## src/rtl/omega_update_ctrl.sv

```systemverilog
`default_nettype none
// +--------------------------------------------------------------------------+
// | Module      : omega_update_ctrl                                          |
// | Description : Captures new 40-bit omega words, normalises them by right  |
// |               shifts into the 28-bit sigma-delta increment and commits   |
// |               increment + divider exponent together on a divided-clock   |
// |               tick (or after a tick timeout).                            |
// | Revision    : 1.0 - initial release                                      |
// +--------------------------------------------------------------------------+
// | Ports                                                                    |
// |   CLK67MHZ     in   1  single clock, rising edge                          |
// |   resetPort    in   1  asynchronous active-low reset                      |
// |   omega_in     in  40  candidate frequency word                          |
// |   omega_valid  in   1  single-cycle pulse qualifying omega_in            |
// |   sd_tick      in   1  one pulse per divided-clock rising edge           |
// |   kin_out      out 28  committed sigma-delta increment                   |
// |   div_out      out  4  committed divider exponent (MAX_SHIFT - shifts)   |
// |   commit       out  1  pulse in the cycle kin_out/div_out change         |
// |   busy         out  1  update in flight                                  |
// |   timeout_flag out  1  sticky, set on a forced (tick-less) commit        |
// +--------------------------------------------------------------------------+
module omega_update_ctrl #(
   parameter int MAX_SHIFT    = 12,
   parameter int TICK_TIMEOUT = 4096
) (
   input  logic        CLK67MHZ,
   input  logic        resetPort,
   input  logic [39:0] omega_in,
   input  logic        omega_valid,
   input  logic        sd_tick,
   output logic [27:0] kin_out,
   output logic [3:0]  div_out,
   output logic        commit,
   output logic        busy,
   output logic        timeout_flag
);

   localparam int TO_W = (TICK_TIMEOUT > 1) ? $clog2(TICK_TIMEOUT) : 1;
   localparam logic [TO_W-1:0] c_to_last   = TO_W'(TICK_TIMEOUT - 1);
   localparam logic [3:0]      c_max_shift = 4'(MAX_SHIFT);

   typedef enum logic [1:0] {
      IDLE      = 2'd0,
      SHIFT     = 2'd1,
      WAIT_TICK = 2'd2,
      COMMIT    = 2'd3
   } state_t;

   state_t            r_state;
   state_t            w_state_nxt;
   logic [39:0]       r_work;
   logic [39:0]       w_work_nxt;
   logic [39:0]       r_last_acc;
   logic [39:0]       w_last_acc_nxt;
   logic [3:0]        r_cnt;
   logic [3:0]        w_cnt_nxt;
   logic [TO_W-1:0]   r_to_cnt;
   logic [TO_W-1:0]   w_to_cnt_nxt;
   logic [27:0]       r_kin;
   logic [27:0]       w_kin_nxt;
   logic [3:0]        r_div;
   logic [3:0]        w_div_nxt;
   logic              r_commit;
   logic              w_commit_nxt;
   logic              r_timeout;
   logic              w_timeout_nxt;

   logic              w_new_word;
   logic              w_fits;

   // A word equal to the last accepted one is a duplicate and never
   // starts (or restarts) an update.
   assign w_new_word = omega_valid && (omega_in != r_last_acc);
   assign w_fits     = (r_work[39:28] == 12'd0);

   assign kin_out      = r_kin;
   assign div_out      = r_div;
   assign commit       = r_commit;
   assign timeout_flag = r_timeout;
   assign busy         = (r_state != IDLE);

   always_ff @(posedge CLK67MHZ or negedge resetPort) begin
      if (!resetPort) begin
         r_state    <= IDLE;
         r_work     <= '0;
         r_last_acc <= '0;
         r_cnt      <= '0;
         r_to_cnt   <= '0;
         r_kin      <= '0;
         r_div      <= c_max_shift;
         r_commit   <= 1'b0;
         r_timeout  <= 1'b0;
      end else begin
         r_state    <= w_state_nxt;
         r_work     <= w_work_nxt;
         r_last_acc <= w_last_acc_nxt;
         r_cnt      <= w_cnt_nxt;
         r_to_cnt   <= w_to_cnt_nxt;
         r_kin      <= w_kin_nxt;
         r_div      <= w_div_nxt;
         r_commit   <= w_commit_nxt;
         r_timeout  <= w_timeout_nxt;
      end
   end

   always_comb begin
      w_state_nxt    = r_state;
      w_work_nxt     = r_work;
      w_last_acc_nxt = r_last_acc;
      w_cnt_nxt      = r_cnt;
      w_to_cnt_nxt   = r_to_cnt;
      w_kin_nxt      = r_kin;
      w_div_nxt      = r_div;
      w_commit_nxt   = 1'b0;
      w_timeout_nxt  = r_timeout;

      case (r_state)
         IDLE: begin
            w_state_nxt = IDLE;
         end
         SHIFT: begin
            if (!w_fits) begin
               w_work_nxt = r_work >> 1;
               w_cnt_nxt  = r_cnt + 4'd1;
            end else begin
               w_to_cnt_nxt = '0;
               w_state_nxt  = WAIT_TICK;
            end
         end
         WAIT_TICK: begin
            // A new word outranks both the tick and the timeout, so the
            // flag must not be set when a restart happens in this cycle.
            if (!w_new_word) begin
               if (sd_tick) begin
                  w_state_nxt = COMMIT;
               end else if (r_to_cnt == c_to_last) begin
                  w_timeout_nxt = 1'b1;
                  w_state_nxt   = COMMIT;
               end else begin
                  w_to_cnt_nxt = r_to_cnt + TO_W'(1);
               end
            end
         end
         COMMIT: begin
            // The commit always completes, even if a new word arrives now.
            w_kin_nxt    = r_work[27:0];
            w_div_nxt    = c_max_shift - r_cnt;
            w_commit_nxt = 1'b1;
            w_state_nxt  = IDLE;
         end
         default: begin
            w_state_nxt = IDLE;
         end
      endcase

      // Latest word wins from every state: recapture and renormalise.
      if (w_new_word) begin
         w_work_nxt     = omega_in;
         w_last_acc_nxt = omega_in;
         w_cnt_nxt      = '0;
         w_state_nxt    = SHIFT;
      end
   end

   // 40 - 28 = 12 bits of headroom bound the shift count.
   a_cnt_bound: assert property (@(posedge CLK67MHZ) disable iff (!resetPort)
      r_cnt <= c_max_shift);

endmodule
`default_nettype wire

```

## config.mk

```make
export PLATFORM = sky130hd
export DESIGN_NAME = omega_update_ctrl
export DESIGN_NICKNAME = d
export VERILOG_FILES = /design/src/rtl/omega_update_ctrl.sv
export SDC_FILE = /design/constraint.sdc
export NUM_CORES = 1
export LEC_CHECK = 0
export CAP_MARGIN = 20
export CORE_MARGIN = 2
export CORE_UTILIZATION = 25
export CTS_BUF_LIST = sky130_fd_sc_hd__clkbuf_8
export DETAILED_ROUTE_END_ITERATION = 16
export GPL_TIMING_DRIVEN = 0
export PLACE_DENSITY = 0.39
export SYNTH_ARGS = -nofsm -noshare
export SYNTH_HDL_FRONTEND = slang
export SYNTH_SLANG_ARGS = --single-unit
```

## constraint.sdc

```tcl
create_clock -name CLK67MHZ -period 2.81 [get_ports CLK67MHZ]
set_input_delay 0.562 -clock CLK67MHZ [delete_from_list [all_inputs] [get_ports CLK67MHZ]]
set_output_delay 0.562 -clock CLK67MHZ [all_outputs]
set_load 0.03 [all_outputs]
```

==> impl_results.md, run 1 <==
* Post-Syn Area at approximately 6000 um^2
* ANT nets after route at 0
* EDFF count, synth at 0
* Clock Tree Buf Depth at 2
* Run status: finished, final reports clean
* Initial antenna violation count at 0
* Critical path peak fanout at 10
* Non-filler instance count after layout at 972
* Slew @ Worst Pin at 0.809 ns
* I/O pin count at between 70 and 80
* Avg Inst Size Synth at 11.1 um^2
* Yosys warnings at 0
* Clock power share at 23.6%
* Antenna cells at 0
* Tmin final at 2.64 ns
* Setup tns final at 0 ns
* R2r endpoint: r_work[21]$_DFFE_PN0P_
* P per Cell Area at 932 nW/um^2
* # setup viols final at 0
* Hold_ws at 0.121 ns
* Fin. Hold Viols at 0
* Commonest cells post-synth: dfrtp_1 (130), nand2_1 (80), mux2_2 (71)
* Number of global-route vias before repair at 4449
* Post-detail-place hpwl at 11400 um
* R2R depth at 7
* Core Area at 23500 um^2
* Sink Count at 132
* Top cells by area, synth: dfrtp_1 (54%), mux2_2 (13%), xor2_1 (6.2%)
* CTS buffer count at 17
* Register area share after synthesis at 54.8%
* Critical path launch point type: input port
* GRT Residual Overflow at 0
* CP required at 3.17 ns
* Fin util at 32.6%
* Syn Nets at just under 600
* Ys async rst share at 100%
* DP Cell Count at about 940
* Reg clk slew, reported paths at 0.07 ns
* DR vias at 4260
* Layout Nets at between 600 and 700
* Post-synth top area cell: dfrtp_1
* Max cap viols at 0
* GPL Wtd Cong at 0.753
* Worst min-delay path class: input port to async pin
* Upper clock frequency limit at roughly 380 MHz
* Critical Path AT at 2.99 ns
* Layout cells sized above 1 at 18.8%
* Die footprint at roughly 25000 um^2
* Psw at 2.64 mW
* Fraction of synthesized cell area in xor and xnor cells at 6.54%
* Site Rows at 56
* Combinational share of power at between 30% and 40%
* Starting DRT DRC Count at 179
* Max VDD drop at roughly 0.42 mV
* CTS tree: yes
* Distinct cells, synth at 27
* Main combinational cell family by area after synthesis: multiplexers
* First-pass GRT wire length at 25200 um
* Internal at 4.52 mW
* Final Max Slew Viols at 0
* Number of remaining DRC errors at 0
* Main synth FF type: dfrtp_1
* Switching power share of the total at 36.9%
* WS Path Type: input port to flop
* R2R Setup Slk at 0.33 ns
* Top-count cell post-synth: dfrtp_1
* Synth Area in Adders at 1.45%
* Top cell type's share of synthesized area at between 50% and 60%
* Layout Skew at 0.0131 ns
* Clock Latency Late Sink at roughly 0.44 ns
* Synth Instances at around 540
* Post-synthesis simple-gate area fraction at 12.5%
* #FFs+latches synth at between 100 and 150
* Post-DR vias/cell at 4.38
* Die height at roughly 160 um
* Layout overhead on the synthesized area at 27.4%
* Flop pwr share at 38.9%
* Drt total wl at 15600 um
* Drt first pass iters at 4
* DR WL/cell at roughly 16 um
* Synth Area in Compound Gates at roughly 5.4%
* Reg-to-Reg Start: r_work[36]$_DFFE_PN0P_
* Pin count of the biggest net entering global routing at 72
* Relative slew slack at 46.1%
* Chip Width at 159 um
* Clock root buffer: clkbuf_8
* H-tree lvl count at 4
* Crit share post-route at 93.8%
* Pleak at 3.29 nW
* Gr usage total at 12.8%
* Crit. End Element: flop
* I/O Buffers at between 70 and 80
* Mux contribution to synthesized area at 16.6%
* Starting density of the core at between 20% and 30%
==> per-layer routing <==
layer	vias up	track usage, %	wire (um)
met5	-	0	0
met4	0	2.98	48
met3	4	3.86	736
met2	81	20.5	7350
met1	2104	17.0	7480
li1	2071	-	-
==> cells in the final DEF (no fill, tap or decap) <==
master and instances:
a211o_1 1, a21o_1 1, a21oi_1 13, a31oi_1 31, and2_1 1, and3_1 3, buf_16 1, buf_2 10
buf_4 4, buf_6 1, bufinv_16 3, clkbuf_1 15, clkbuf_2 2, clkbuf_8 20, clkdlybuf4s50_1 77, clkinv_2 3
clkinvlp_4 3, dfrtp_1 130, dfstp_2 2, ha_1 7, inv_1 12, mux2_2 71, mux2i_1 20, nand2_1 80
nand2b_1 1, nand3_1 7, nand4_1 13, nor2_1 49, nor3_1 3, nor4_1 14, nor4_2 2, o21ai_0 6
o31ai_4 1, or3_1 1, xnor2_1 2, xor2_1 43
==> sequential cells by signal, indices dropped and copies added (netlist names) <==
name	flops
commit	1
div_out	4
kin_out	28
r_cnt	4
r_last_acc	40
r_state	2
r_to_cnt	12
r_work	40
timeout_flag	1
==> cells by family after synthesis <==
family | after synthesis
muxes | 91
buffers and inverters | 39
and+or+nand+nor | 174
DFF | 132
adders and majority gates | 7
AOI/OAI and AO/OA | 53
xor gates and xnor gates | 45
==> critical path: stages <==
cell and delay (ns):
clkdlybuf4s50_1 0.53, xor2_1 0.18, nor4_2 0.32, nand4_1 0.24
o31ai_4 0.25, buf_4 0.19, clkbuf_1 0.40, nor2_1 0.15
a31oi_1 0.16
==> layout make-up <==
class / count / area [um^2]
Tap cell: 319 / 399
Inverter: 10 / 37.5
Buffer: 29 / 131
Multi-Input combinational cell: 370 / 2570
Clock buffer: 20 / 275
Clock inverter: 11 / 135
Sequential cell: 132 / 3310
Fill cell: 2461 / 15900
Timing Repair Buffer: 81 / 825
==> worst max-delay path by stage <==
stage / start / depth (start not counted) / end / slack (ns)
after floorplan: omega_in[27] / 6 / r_last_acc[0]$_DFFE_PN0N_ / 0.64
after global placement: resetPort / 1 / kin_out[11]$_DFFE_PN0P_ / -4.59
after detailed placement: omega_in[1] / 8 / r_work[22]$_DFFE_PN0P_ / -0.56
after CTS: r_state[1]$_DFFE_PN0P_ / 8 / r_work[20]$_DFFE_PN0P_ / 0.04
after global routing: omega_in[1] / 10 / r_work[32]$_DFFE_PN0P_ / -0.01
final: omega_in[1] / 9 / r_work[7]$_DFFE_PN0P_ / 0.17
==> power groups by stage <==
| stage | sequential (mW) | combinational [mW] | clock, mW |
|---|---|---|---|
| floorplan | 3.22 | 1.24 | 0 |
| global placement | 2.82 | 2.70 | 0 |
| detailed placement | 2.82 | 2.72 | 0 |
| CTS | 2.79 | 2.73 | 1.75 |
| global route | 2.87 | 2.93 | 1.83 |
| finish | 2.78 | 2.69 | 1.69 |
==> stage by stage <==
step / power, mW / setup slack (ns) / instance area (um^2)
2_1_floorplan: 4.46 / 0.637 / 6030
3_3_place_gp: 5.52 / -4.59 / 7210
3_5_place_dp: 5.54 / -0.559 / 7240
4_1_cts: 7.27 / 0.0363 / 7670
5_1_grt: 7.63 / -0.0110 / 7680
6_report: 7.16 / 0.174 / 7680
==> repair_timing <==
action	CTS	global route
endpoints found under the hold margin	0	0
resized for setup	1	6
pin swaps	1	0
setup buffers	2	0
hold buffers	0	0
setup endpoints to repair	58	30
No activity file was read; power rests on OpenSTA's default activity.
==> run 2: changes to the inputs <==
--- a/config.mk
+++ b/config.mk
@@ -5,7 +5,7 @@
 export SDC_FILE = /design/constraint.sdc
 export NUM_CORES = 1
 export LEC_CHECK = 0
-export CAP_MARGIN = 20
+export CAP_MARGIN = 10
 export CORE_MARGIN = 2
 export CORE_UTILIZATION = 25
 export CTS_BUF_LIST = sky130_fd_sc_hd__clkbuf_8
==> constraint.sdc (replaced) <==
create_clock -name CLK67MHZ -period 3.3 [get_ports CLK67MHZ]
set_input_delay 0.66 -clock CLK67MHZ [delete_from_list [all_inputs] [get_ports CLK67MHZ]]
set_output_delay 0.66 -clock CLK67MHZ [all_outputs]
set_load 0.03 [all_outputs]
==> run 2 against run 1 <==
  * Clock power shrank 15%
  * Largest cell class unchanged
  * Critical path type unchanged
  * Setup slack better by 0.18 ns
  * Sequential share of layout area up 0.18 points
  * Power is 15% lower
  * Critical endpoint is now r_work[20]$_DFFE_PN0P_
==> impl_results.md, run 2 (same netlist as run 1, synthesis figures left out) <==
* Starting density of the core at 25.6% (unchanged)
* Site Rows at 56 (unchanged)
* Reg-to-Reg Start: r_state[1]$_DFFE_PN0P_
* CP max stage cell: clkdlybuf4s50_1
* Beginning of the critical path: omega_in[1]
* Die height at 159 um (unchanged)
* Number of remaining DRC errors at 0 (unchanged)
* CTS buffer count at 17 (unchanged)
* Final Max Slew Viols at 0 (unchanged)
* DR vias at 4237 (-0.54%)
* Drt total wl at 15600 um (-0.40%)
* Clock Tree Buf Depth at 2 (unchanged)
* Post-CTS setup repair buffer count at 0 (-2)
* R2R Setup Slk at 0.65 ns (+0.32 ns)
* # resized after CTS at 0 (-1)
* Cell chain of the critical path: clkdlybuf4s50_1, xor2_1, nor4_1, nand4_1, o31ai_4, buf_2, buf_2, a31oi_1
* Upper clock frequency limit at 339 MHz
* P per Cell Area at 796 nW/um^2 (-15%)
* Post-detail-place hpwl at 11400 um (unchanged)
* DR WL/cell at 16.0 um (-0.20%)
* GRT Residual Overflow at 0 (unchanged)
* Pre-CTS setup slack at -0.167 ns (+0.392 ns)
* Most used cell, CP: buf_2
* Relative slew slack at 47.3% (+1.2 points)
* CTS tree: yes
* Run status: finished, final reports clean
* I/O pin count at 79 (unchanged)
* Bufs and invs on worst path at 3 (unchanged)
* Starting DRT DRC Count at 153 (-15%)
* Clock Latency Late Sink at 0.44 ns (about the same)
* Layout Nets at 690 (-0.29%)
* DP Cell Count at 939 (unchanged)
* Max VDD drop at 0.356 mV (-15%)
* Number of global-route vias before repair at 4437 (-0.27%)
* Fin util at 32.5% (-0.14 points)
* Layout cells sized above 1 at 18.0% (-0.86 points)
* Antenna cells at 0 (unchanged)
* Pin count of the biggest net entering global routing at 72 (unchanged)
* Layout Skew at 0.0135 ns (+0.000333 ns)
* Critical Path AT at 3.26 ns (+0.27 ns)
* Slowest stage delay, CP at 0.53 ns (about the same)
* Gr usage total at 12.8% (-0.017 points)
* Crit path max-delay family: buffers and inverters
* Chip Width at 159 um (unchanged)
* RSZ-0062 raised after global routing: no
* Tmin final at 2.95 ns
* Setup slack after layout at 0.349 ns (+0.176 ns)
* I/O Buffers at 78 (unchanged)
* Die footprint at 25400 um^2 (unchanged)
* Core Area at 23500 um^2 (unchanged)
* Max cap viols at 0 (unchanged)
* WS Path Type: input port to flop
* Reg clk slew, reported paths at 0.08 ns (about the same)
* Crit share post-route at between 80% and 90%
* Critical path launch point type: input port
* H-tree lvl count at 4 (unchanged)
* Layout overhead on the synthesized area at 26.8%
* Non-filler instance count after layout at 970 (-0.21%)
* CP required at 3.61 ns (+0.44 ns)
* Clock root buffer: clkbuf_8
* R2R depth at 8 (+1)
* CTS Hold Bufs at 0 (unchanged)
* Drt first pass iters at 4 (unchanged)
* R2r endpoint: r_work[23]$_DFFE_PN0P_
* Commonest non-fill, non-tap cell in the layout: dfrtp_1
* Most frequent cells in the layout: dfrtp_1 (130), nand2_1 (80), clkdlybuf4s50_1 (77)
* # setup viols final at 0 (unchanged)
* Post-DR vias/cell at 4.37 (-0.33%)
* Fin. Hold Viols at 0 (unchanged)
* First-pass GRT wire length at 25200 um (-0.19%)
* Pleak at 3.27 nW (-0.52%)
* Critical path peak fanout at 10 (unchanged)
* Initial antenna violation count at 0 (unchanged)
* Sink Count at 132 (unchanged)
* ANT nets after route at 0 (unchanged)
* Worst min-delay path class: input port to async pin
* Crit. End Element: flop
* GPL Wtd Cong at 0.753 (unchanged)
* Slew @ Worst Pin at 0.791 ns (-0.0182 ns)
[run 2: cell type report]
| type | count | area (um^2) |
|---|---|---|
| multi-input cells | 370 | 2560 |
| inverters | 10 | 37.5 |
| repair buffers | 79 | 810 |
| fillers | 2466 | 15900 |
| clock inverters | 11 | 135 |
| well taps | 319 | 399 |
| flip-flops and latches | 132 | 3310 |
| clock buffers | 20 | 275 |
| plain buffers | 29 | 126 |
[run 2: power breakdown]
group / switching, mW / leakage, nW / total (mW) / internal (mW)
clock network: 0.642 / 0.209 / 1.44 / 0.794
registers: 0.293 / 1.56 / 2.37 / 2.08
logic: 1.31 / 1.50 / 2.28 / 0.971
total: 2.24 / 3.27 / 6.09 / 3.84
[run 2: worst reg2reg max path, cell delays in order (launching register included)]
cell and delay (ns):
dfrtp_1 0.41, inv_1 0.09, ha_1 0.21, inv_1 0.11, a31oi_1 0.43, clkbuf_1 0.53
clkbuf_1 0.50, nand2_1 0.11, a31oi_1 0.19
[run 2: per-layer routing]
layer	vias to the layer above	share of wire [%]	global-route usage, %
met2	76	47	20.4
met4	0	0.57	2.98
met3	5	4.5	3.86
met5	-	0	0
met1	2087	48	17.0
li1	2069	-	-
[run 2: metrics by stage]
| stage | area, um^2 | TNS, ns | hold WS, ns | total power, mW |
|---|---|---|---|---|
| after floorplan | 6030 | 0 | 0.364 | 3.80 |
| after global placement | 7210 | -552.79 | 0.445 | 4.70 |
| after detailed placement | 7240 | -7.10 | 0.459 | 4.71 |
| after CTS | 7650 | 0 | 0.219 | 6.18 |
| after global routing | 7650 | 0 | 0.245 | 6.49 |
| final | 7650 | 0 | 0.216 | 6.09 |
[run 2: worst max-delay path by stage]
stage | end | slack, ns | depth (start not counted)
floorplan | r_last_acc[0]$_DFFE_PN0N_ | 1.03 | 6
global placement | kin_out[11]$_DFFE_PN0P_ | -4.19 | 1
detailed placement | r_work[22]$_DFFE_PN0P_ | -0.17 | 8
CTS | r_work[20]$_DFFE_PN0P_ | 0.28 | 8
global route | r_work[23]$_DFFE_PN0P_ | 0.12 | 8
finish | r_work[20]$_DFFE_PN0P_ | 0.35 | 8
